==> src/rtl/pwm_dead_time_generator.sv <==
// pwm_dead_time_generator
//
// Complementary PWM stage that sits beside a timer_counter. The active top and
// compare values are driven to the timer, and its overflow and compare_match
// pulses are consumed. A raw PWM level is derived from those pulses. The raw
// level is then split into a high-side/low-side gate pair, with a programmable
// dead time inserted on every raw edge. New configurations are accepted over a
// valid/ready handshake into a shadow slot. They move to the active registers
// only at a period boundary (overflow) or immediately while the block is
// disabled.
//
// Ports:
//   clock, reset           system clock, synchronous active-high reset
//   enable                 run; the same signal feeds the timer's enable
//   config_valid/ready     handshake for the shadow slot (ready = slot free)
//   config_top             period top value
//   config_compare         duty compare value
//   config_dead_time       dead time in clock cycles
//   top_value              active top, to timer
//   compare_value          active compare, to timer
//   overflow               from timer, one-cycle pulse at the start of a period
//   compare_match          from timer, counter == compare_value
//   pwm_high, pwm_low      complementary gate outputs, never both high
//   update_applied         one-cycle pulse when the shadow has moved to active
//
// Optional build macro PWM_DEAD_TIME_FAULT_EN adds:
//   fault                  asynchronous fault input, double-registered here
//   fault_clear            clears the latched fault once the fault is gone
//   fault_latched          sticky fault indication
//
// Output FSM:
//   state           | meaning
//   IDLE            | disabled or faulted, both gates off
//   LOW_ON          | raw low and dead time elapsed, low-side gate on
//   DEAD_TO_HIGH    | raw went high, waiting out dead time, both gates off
//   HIGH_ON         | raw high and dead time elapsed, high-side gate on
//   DEAD_TO_LOW     | raw went low (or run started), waiting, both gates off

module pwm_dead_time_generator #(
    parameter  int MAX_COUNTER_VALUE = 255,
    parameter  int DEAD_TIME_BITS    = 8,
    localparam int COUNTER_BITS      = $clog2(MAX_COUNTER_VALUE + 1)
) (
    input  logic                      clock,
    input  logic                      reset,
    input  logic                      enable,
    input  logic                      config_valid,
    output logic                      config_ready,
    input  logic [COUNTER_BITS-1:0]   config_top,
    input  logic [COUNTER_BITS-1:0]   config_compare,
    input  logic [DEAD_TIME_BITS-1:0] config_dead_time,
    output logic [COUNTER_BITS-1:0]   top_value,
    output logic [COUNTER_BITS-1:0]   compare_value,
    input  logic                      overflow,
    input  logic                      compare_match,
    output logic                      pwm_high,
    output logic                      pwm_low,
`ifdef PWM_DEAD_TIME_FAULT_EN
    input  logic                      fault,
    input  logic                      fault_clear,
    output logic                      fault_latched,
`endif
    output logic                      update_applied
);

    typedef enum logic [2:0] {
        ST_IDLE,
        ST_LOW_ON,
        ST_DEAD_TO_HIGH,
        ST_HIGH_ON,
        ST_DEAD_TO_LOW
    } state_t;

    logic [COUNTER_BITS-1:0]   top_q, top_d;
    logic [COUNTER_BITS-1:0]   compare_q, compare_d;
    logic [DEAD_TIME_BITS-1:0] dead_q, dead_d;
    logic [COUNTER_BITS-1:0]   sh_top_q, sh_top_d;
    logic [COUNTER_BITS-1:0]   sh_compare_q, sh_compare_d;
    logic [DEAD_TIME_BITS-1:0] sh_dead_q, sh_dead_d;
    logic                      pending_q, pending_d;
    logic                      update_applied_q, update_applied_d;
    logic                      raw_q, raw_d;

    state_t                    state_q, state_d;
    logic [DEAD_TIME_BITS-1:0] dcnt_q, dcnt_d;

    logic                      transfer;
    logic                      apply;
    logic                      blocked;
    logic                      run;

`ifdef PWM_DEAD_TIME_FAULT_EN
    logic fault_meta_q, fault_meta_d;
    logic fault_sync_q, fault_sync_d;
    logic fault_latched_q, fault_latched_d;

    always_comb begin
        fault_meta_d    = fault;
        fault_sync_d    = fault_meta_q;
        fault_latched_d = fault_latched_q;
        if (fault_sync_q) begin
            fault_latched_d = 1'b1;
        end else if (fault_clear) begin
            fault_latched_d = 1'b0;
        end
    end

    always_ff @(posedge clock) begin
        if (reset) begin
            fault_meta_q    <= 1'b0;
            fault_sync_q    <= 1'b0;
            fault_latched_q <= 1'b0;
        end else begin
            fault_meta_q    <= fault_meta_d;
            fault_sync_q    <= fault_sync_d;
            fault_latched_q <= fault_latched_d;
        end
    end

    // Outputs stay parked while the fault is present or still latched.
    assign blocked       = fault_sync_q || fault_latched_q;
    assign fault_latched = fault_latched_q;
`else
    assign blocked = 1'b0;
`endif

    assign run = enable && !blocked;

    // Shadow handshake, shadow-to-active transfer and raw PWM level.
    always_comb begin
        top_d            = top_q;
        compare_d        = compare_q;
        dead_d           = dead_q;
        sh_top_d         = sh_top_q;
        sh_compare_d     = sh_compare_q;
        sh_dead_d        = sh_dead_q;
        pending_d        = pending_q;
        update_applied_d = 1'b0;

        // A transfer needs an empty slot and an apply needs a full one, so
        // the two never happen in the same cycle. A config that arrives in an
        // overflow cycle therefore waits for the next overflow.
        transfer = config_valid && !pending_q;
        apply    = pending_q && (overflow || !enable);

        if (transfer) begin
            sh_top_d     = config_top;
            sh_compare_d = config_compare;
            sh_dead_d    = config_dead_time;
            pending_d    = 1'b1;
        end

        if (apply) begin
            top_d            = sh_top_q;
            compare_d        = sh_compare_q;
            dead_d           = sh_dead_q;
            pending_d        = 1'b0;
            update_applied_d = 1'b1;
        end

        // Clear beats set, so compare == 0 gives 0 % duty even on overflow.
        if (!run) begin
            raw_d = 1'b0;
        end else if (compare_match || (compare_q == '0)) begin
            raw_d = 1'b0;
        end else if (overflow) begin
            raw_d = 1'b1;
        end else begin
            raw_d = raw_q;
        end
    end

    always_ff @(posedge clock) begin
        if (reset) begin
            top_q            <= COUNTER_BITS'(MAX_COUNTER_VALUE);
            compare_q        <= '0;
            dead_q           <= '0;
            sh_top_q         <= '0;
            sh_compare_q     <= '0;
            sh_dead_q        <= '0;
            pending_q        <= 1'b0;
            update_applied_q <= 1'b0;
            raw_q            <= 1'b0;
        end else begin
            top_q            <= top_d;
            compare_q        <= compare_d;
            dead_q           <= dead_d;
            sh_top_q         <= sh_top_d;
            sh_compare_q     <= sh_compare_d;
            sh_dead_q        <= sh_dead_d;
            pending_q        <= pending_d;
            update_applied_q <= update_applied_d;
            raw_q            <= raw_d;
        end
    end

    // FSM: state register.
    always_ff @(posedge clock) begin
        if (reset) begin
            state_q <= ST_IDLE;
            dcnt_q  <= '0;
        end else begin
            state_q <= state_d;
            dcnt_q  <= dcnt_d;
        end
    end

    // FSM: next state. Any raw change (or leaving IDLE) restarts the dead
    // interval toward the new raw level. The counter holds dead cycles still
    // to wait, so a zero dead time goes straight to the ON state.
    always_comb begin
        logic load;

        state_d = state_q;
        dcnt_d  = dcnt_q;
        load    = 1'b0;

        if (!run) begin
            state_d = ST_IDLE;
            dcnt_d  = '0;
        end else if ((state_q == ST_IDLE) || (raw_d != raw_q)) begin
            load = 1'b1;
        end else begin
            case (state_q)
                ST_DEAD_TO_HIGH: begin
                    if (dcnt_q <= DEAD_TIME_BITS'(1)) begin
                        state_d = ST_HIGH_ON;
                        dcnt_d  = '0;
                    end else begin
                        dcnt_d = dcnt_q - DEAD_TIME_BITS'(1);
                    end
                end
                ST_DEAD_TO_LOW: begin
                    if (dcnt_q <= DEAD_TIME_BITS'(1)) begin
                        state_d = ST_LOW_ON;
                        dcnt_d  = '0;
                    end else begin
                        dcnt_d = dcnt_q - DEAD_TIME_BITS'(1);
                    end
                end
                default: begin
                    state_d = state_q;
                end
            endcase
        end

        if (load) begin
            dcnt_d = dead_q;
            if (dead_q == '0) begin
                state_d = raw_d ? ST_HIGH_ON : ST_LOW_ON;
            end else begin
                state_d = raw_d ? ST_DEAD_TO_HIGH : ST_DEAD_TO_LOW;
            end
        end
    end

    // FSM: outputs. Each gate is decoded from a single distinct state, so
    // the two gates can never be high together.
    always_comb begin
        pwm_high = 1'b0;
        pwm_low  = 1'b0;
        case (state_q)
            ST_HIGH_ON: pwm_high = 1'b1;
            ST_LOW_ON:  pwm_low  = 1'b1;
            default: begin
                pwm_high = 1'b0;
                pwm_low  = 1'b0;
            end
        endcase
    end

    assign config_ready   = !pending_q;
    assign top_value      = top_q;
    assign compare_value  = compare_q;
    assign update_applied = update_applied_q;

endmodule

==> config.mk <==
export PLATFORM = sky130hd
export DESIGN_NAME = pwm_dead_time_generator
export DESIGN_NICKNAME = d
export VERILOG_FILES = /design/src/rtl/pwm_dead_time_generator.sv
export SDC_FILE = /design/constraint.sdc
export NUM_CORES = 1
export LEC_CHECK = 0
export ABC_AREA = 0
export BUFFER_PORTS_ARGS = -buffer_cell sky130_fd_sc_hd__buf_2
export CORE_MARGIN = 2
export CORE_UTILIZATION = 54
export DETAILED_ROUTE_END_ITERATION = 7
export PLACE_DENSITY_LB_ADDON = 0.15
export SLEW_MARGIN = 20
export SYNTH_ARGS = -nofsm -noshare
export SYNTH_HDL_FRONTEND = slang
export SYNTH_SLANG_ARGS = --single-unit
==> constraint.sdc <==
create_clock -name clock -period 2.8 [get_ports clock]
set_clock_uncertainty 0.2 [all_clocks]
set_input_delay 0.56 -clock clock [delete_from_list [all_inputs] [get_ports clock]]
set_output_delay 0.56 -clock clock [all_outputs]
set_load 0.02 [all_outputs]
==> results by group <==
Run status
  – Status: finished clean

Run
  – Max_cap viols: 0

Pwr
  – Power Dens Cells: 690 nW/um^2
  – Static leakage: 1.23 nW
  – Max VDD drop: 456 uV
  – Total power: 2.03 mW

Die
  – Die area: 5100 um^2
  – Chip Height: 71.4 um
  – Initial core utilization: 0.564
  – Cell row count: 24
  – Die X-Extent: 71.4 um
  – Core Area: 4350 um^2
  – Num ports: 50

Detailed routing
  – Detailed Route WL: 5.18 mm
  – ANT nets after route: 0
  – Vias per cell: 5.50
  – Metal-1 WL: 2.50 mm
  – DR iter-0 viols: 181
  – Max layer used: met4
  – Avg WL per Cell: 13.6 um
  – Met3 Routed Length: 246 um
  – Routed wl met2: 2.34 mm
  – DRC viols: 0
  – First-pass iteration count of the detailed router: 4
  – Vias: 2,097

Cells and area
  – Post-route cell area: 2940 um^2
  – Fill cells: 373
  – Non-Filler Instances: 381
  – Proportion of layout cells with a drive suffix above 1: 0.228
  – Final net count: 356
  – Area of the multi-input gates: 1100 um^2
  – Register area: 1240 um^2
  – # diodes: 0
  – Layout area overhead: 19.8%

Yosys
  – Largest area contributor in the netlist: dfxtp_1
  – Library cell with the highest instance count after synthesis: dfxtp_1
  – Syn Inst Count: 277
  – Number of distinct library cells after synthesis: 45
  – Seq/Total Area, Yosys: 0.505
  – Post-synth ARST share: 0
  – Syn nets: 309
  – Area share of the largest cell type after synthesis: 0.505
  – Area of the mapped netlist: 2460 um^2
  – Top cells by area, synth: dfxtp_1, nand2_1, a22o_1
  – Most used DFF post-synth: dfxtp_1
  – Yosys warns: 0
  – Most common library cells after synthesis: dfxtp_1, nand2_1, a21oi_1
  – Post-synth EDFFs: 0
  – Average cell area after synthesis: 8.87 um^2
  – Yosys reg bits: 62

Global routing
  – Grt total ovfl: 0
  – First-pass GRT wire length: 8.56 mm
  – Largest net degree at the start of global routing: 25
  – Tot GR Track Use: 0.216
  – Vias in the first global route: 1,864
  – Initial antenna violation count: 0

CTS
  – H-tree depth: 3
  – Post-cts resize count: 0
  – Worst-skew pair later-pin latency: 0.34 ns
  – Post-CTS setup buffers: 0
  – Clk sinks: 62
  – Clock Path Buffers: 2
  – Clock slew at reported path FFs: 0.07 ns
  – TritonCTS clock tree: built
  – Post-CTS Hold Buffers: 0
  – CTS Buf Count: 9
  – Root Buffer: clkbuf_8

Placement
  – DP Area: 2720 um^2
  – Port bufs: 49
  – Placed Cells: 365
  – GPL Wtd Cong: 0.874
  – DP HPWL: 3.50 mm
  – Setup WS pre-CTS: 0.362 ns

Worst setup path
  – Element type at the critical path start: register
  – Maximum fanout along the worst path: 7
  – WP data required: 2.89 ns
  – Setup CP Type: register to register
  – Worst r2r src: compare_value[4]
  – Crit path cell chain: nor4_1, a211o_2, mux2_4, or3_4, o21ai_0, a22o_1
  – Crit path max-delay family: simple AND/OR/NAND/NOR gates
  – Slowest-stage cell, CP: nor4_1
  – CP endpoint kind: register
  – WP buf/inv: 0
  – Max incr delay on CP: 0.47 ns
  – Critical path origin: compare_value[4]
  – Arr. time, crit path: 2.44 ns

STA
  – Slew @ Worst Pin: 0.810 ns
  – F_max: 425 MHz
  – Minimum clock period: 2.35 ns
  – Hold Vio Cnt, Final: 0
  – Final period utilization: 0.841
  – Worst slew margin: 0.459
  – Final setup margin: 0.445 ns
  – RSZ-0062 raised after global routing: false
  – Slew Limit Fails: 0
  – Setup_tns: 0 ns
  – Final setup fails: 0

Worst hold path
  – Hold path startpoint: sh_compare_q[4]
  – Hold crit path type: register to register
## stage by stage
stage               hold slack, ns  utilization
floorplan                    0.236            -
global placement             0.242        0.626
detailed placement           0.246        0.626
CTS                          0.247        0.676
global route                 0.264        0.676
finish                       0.254        0.676
## placed cells by master (no fill, tap or decap), drive strengths merged, types with 2 or more instances in the layout
| cell type | count |
|---|---|
| nor4 | 4 |
| nor3 | 6 |
| clkbuf | 13 |
| or2b | 2 |
| inv | 7 |
| nand3 | 3 |
| buf | 54 |
| o22a | 8 |
| ha | 2 |
| a21oi | 29 |
| nor2 | 13 |
| o21ai | 12 |
| nand2 | 55 |
| a221oi | 2 |
| o31ai | 2 |
| or4 | 2 |
| a211oi | 5 |
| or3 | 2 |
| clkinv | 3 |
| nor2b | 2 |
| a32o | 2 |
| a22o | 22 |
| dfxtp | 62 |
## area by class of cell
type | count | area share
sequential | 62 | 0.422
multi-input combinational | 189 | 0.375
timing repair buffer | 54 | 0.0961
clock buffer | 13 | 0.0608
tap | 52 | 0.0221
clock inverter | 3 | 0.0136
inverter | 8 | 0.0102
## cell families (layout without fill, tap and decap cells)
logic type | count (synthesis) | after routing | share of synthesized area
fa+ha+maj | 3 | 3 | 0.0143
buf+inv | 26 | 78 | 0.0448
flops | 62 | 62 | 0.505
xor+xnor | 2 | 2 | 0.00713
compound gates | 87 | 87 | 0.245
simple gates | 96 | 96 | 0.178
mux | 1 | 1 | 0.00611
## per-layer routing
metal / vias to the layer above / GRT usage
met1: 955 / 0.296
met2: 54 / 0.323
met3: 9 / 0.0492
met5: - / 0
met4: 0 / 0.107
li1: 1079 / -
## sequential cells by signal, indices dropped and copies added (netlist names), 3 cells and up
signal	count
compare_value	8
dcnt_q	8
dead_q	8
sh_compare_q	8
sh_dead_q	8
sh_top_q	8
state_q	3
top_value	8
## report_power, final
part           switching (mW)  internal [mW]
Clock                   0.330          0.505
Combinational           0.142         0.0937
Sequential             0.0300          0.928
Total                   0.503           1.53
## worst register-to-register path, cell delays in order (launching register included)
cell and delay (ns):
dfxtp_1 0.33, nor4_1 0.47, a211o_2 0.30, mux2_4 0.35
or3_4 0.41, o21ai_0 0.09, a22o_1 0.15
## final timing paths
path                                   endpoint  slack, ns  cells past startpoint
worst max-delay path                  dcnt_q[7]       0.45                      6
worst min-delay path            sh_compare_q[4]       0.25                      2
worst max register to register        dcnt_q[7]       0.45                      6
worst min register to register  sh_compare_q[4]       0.25                      2
Note: power is estimated with default switching activity, not from simulation.
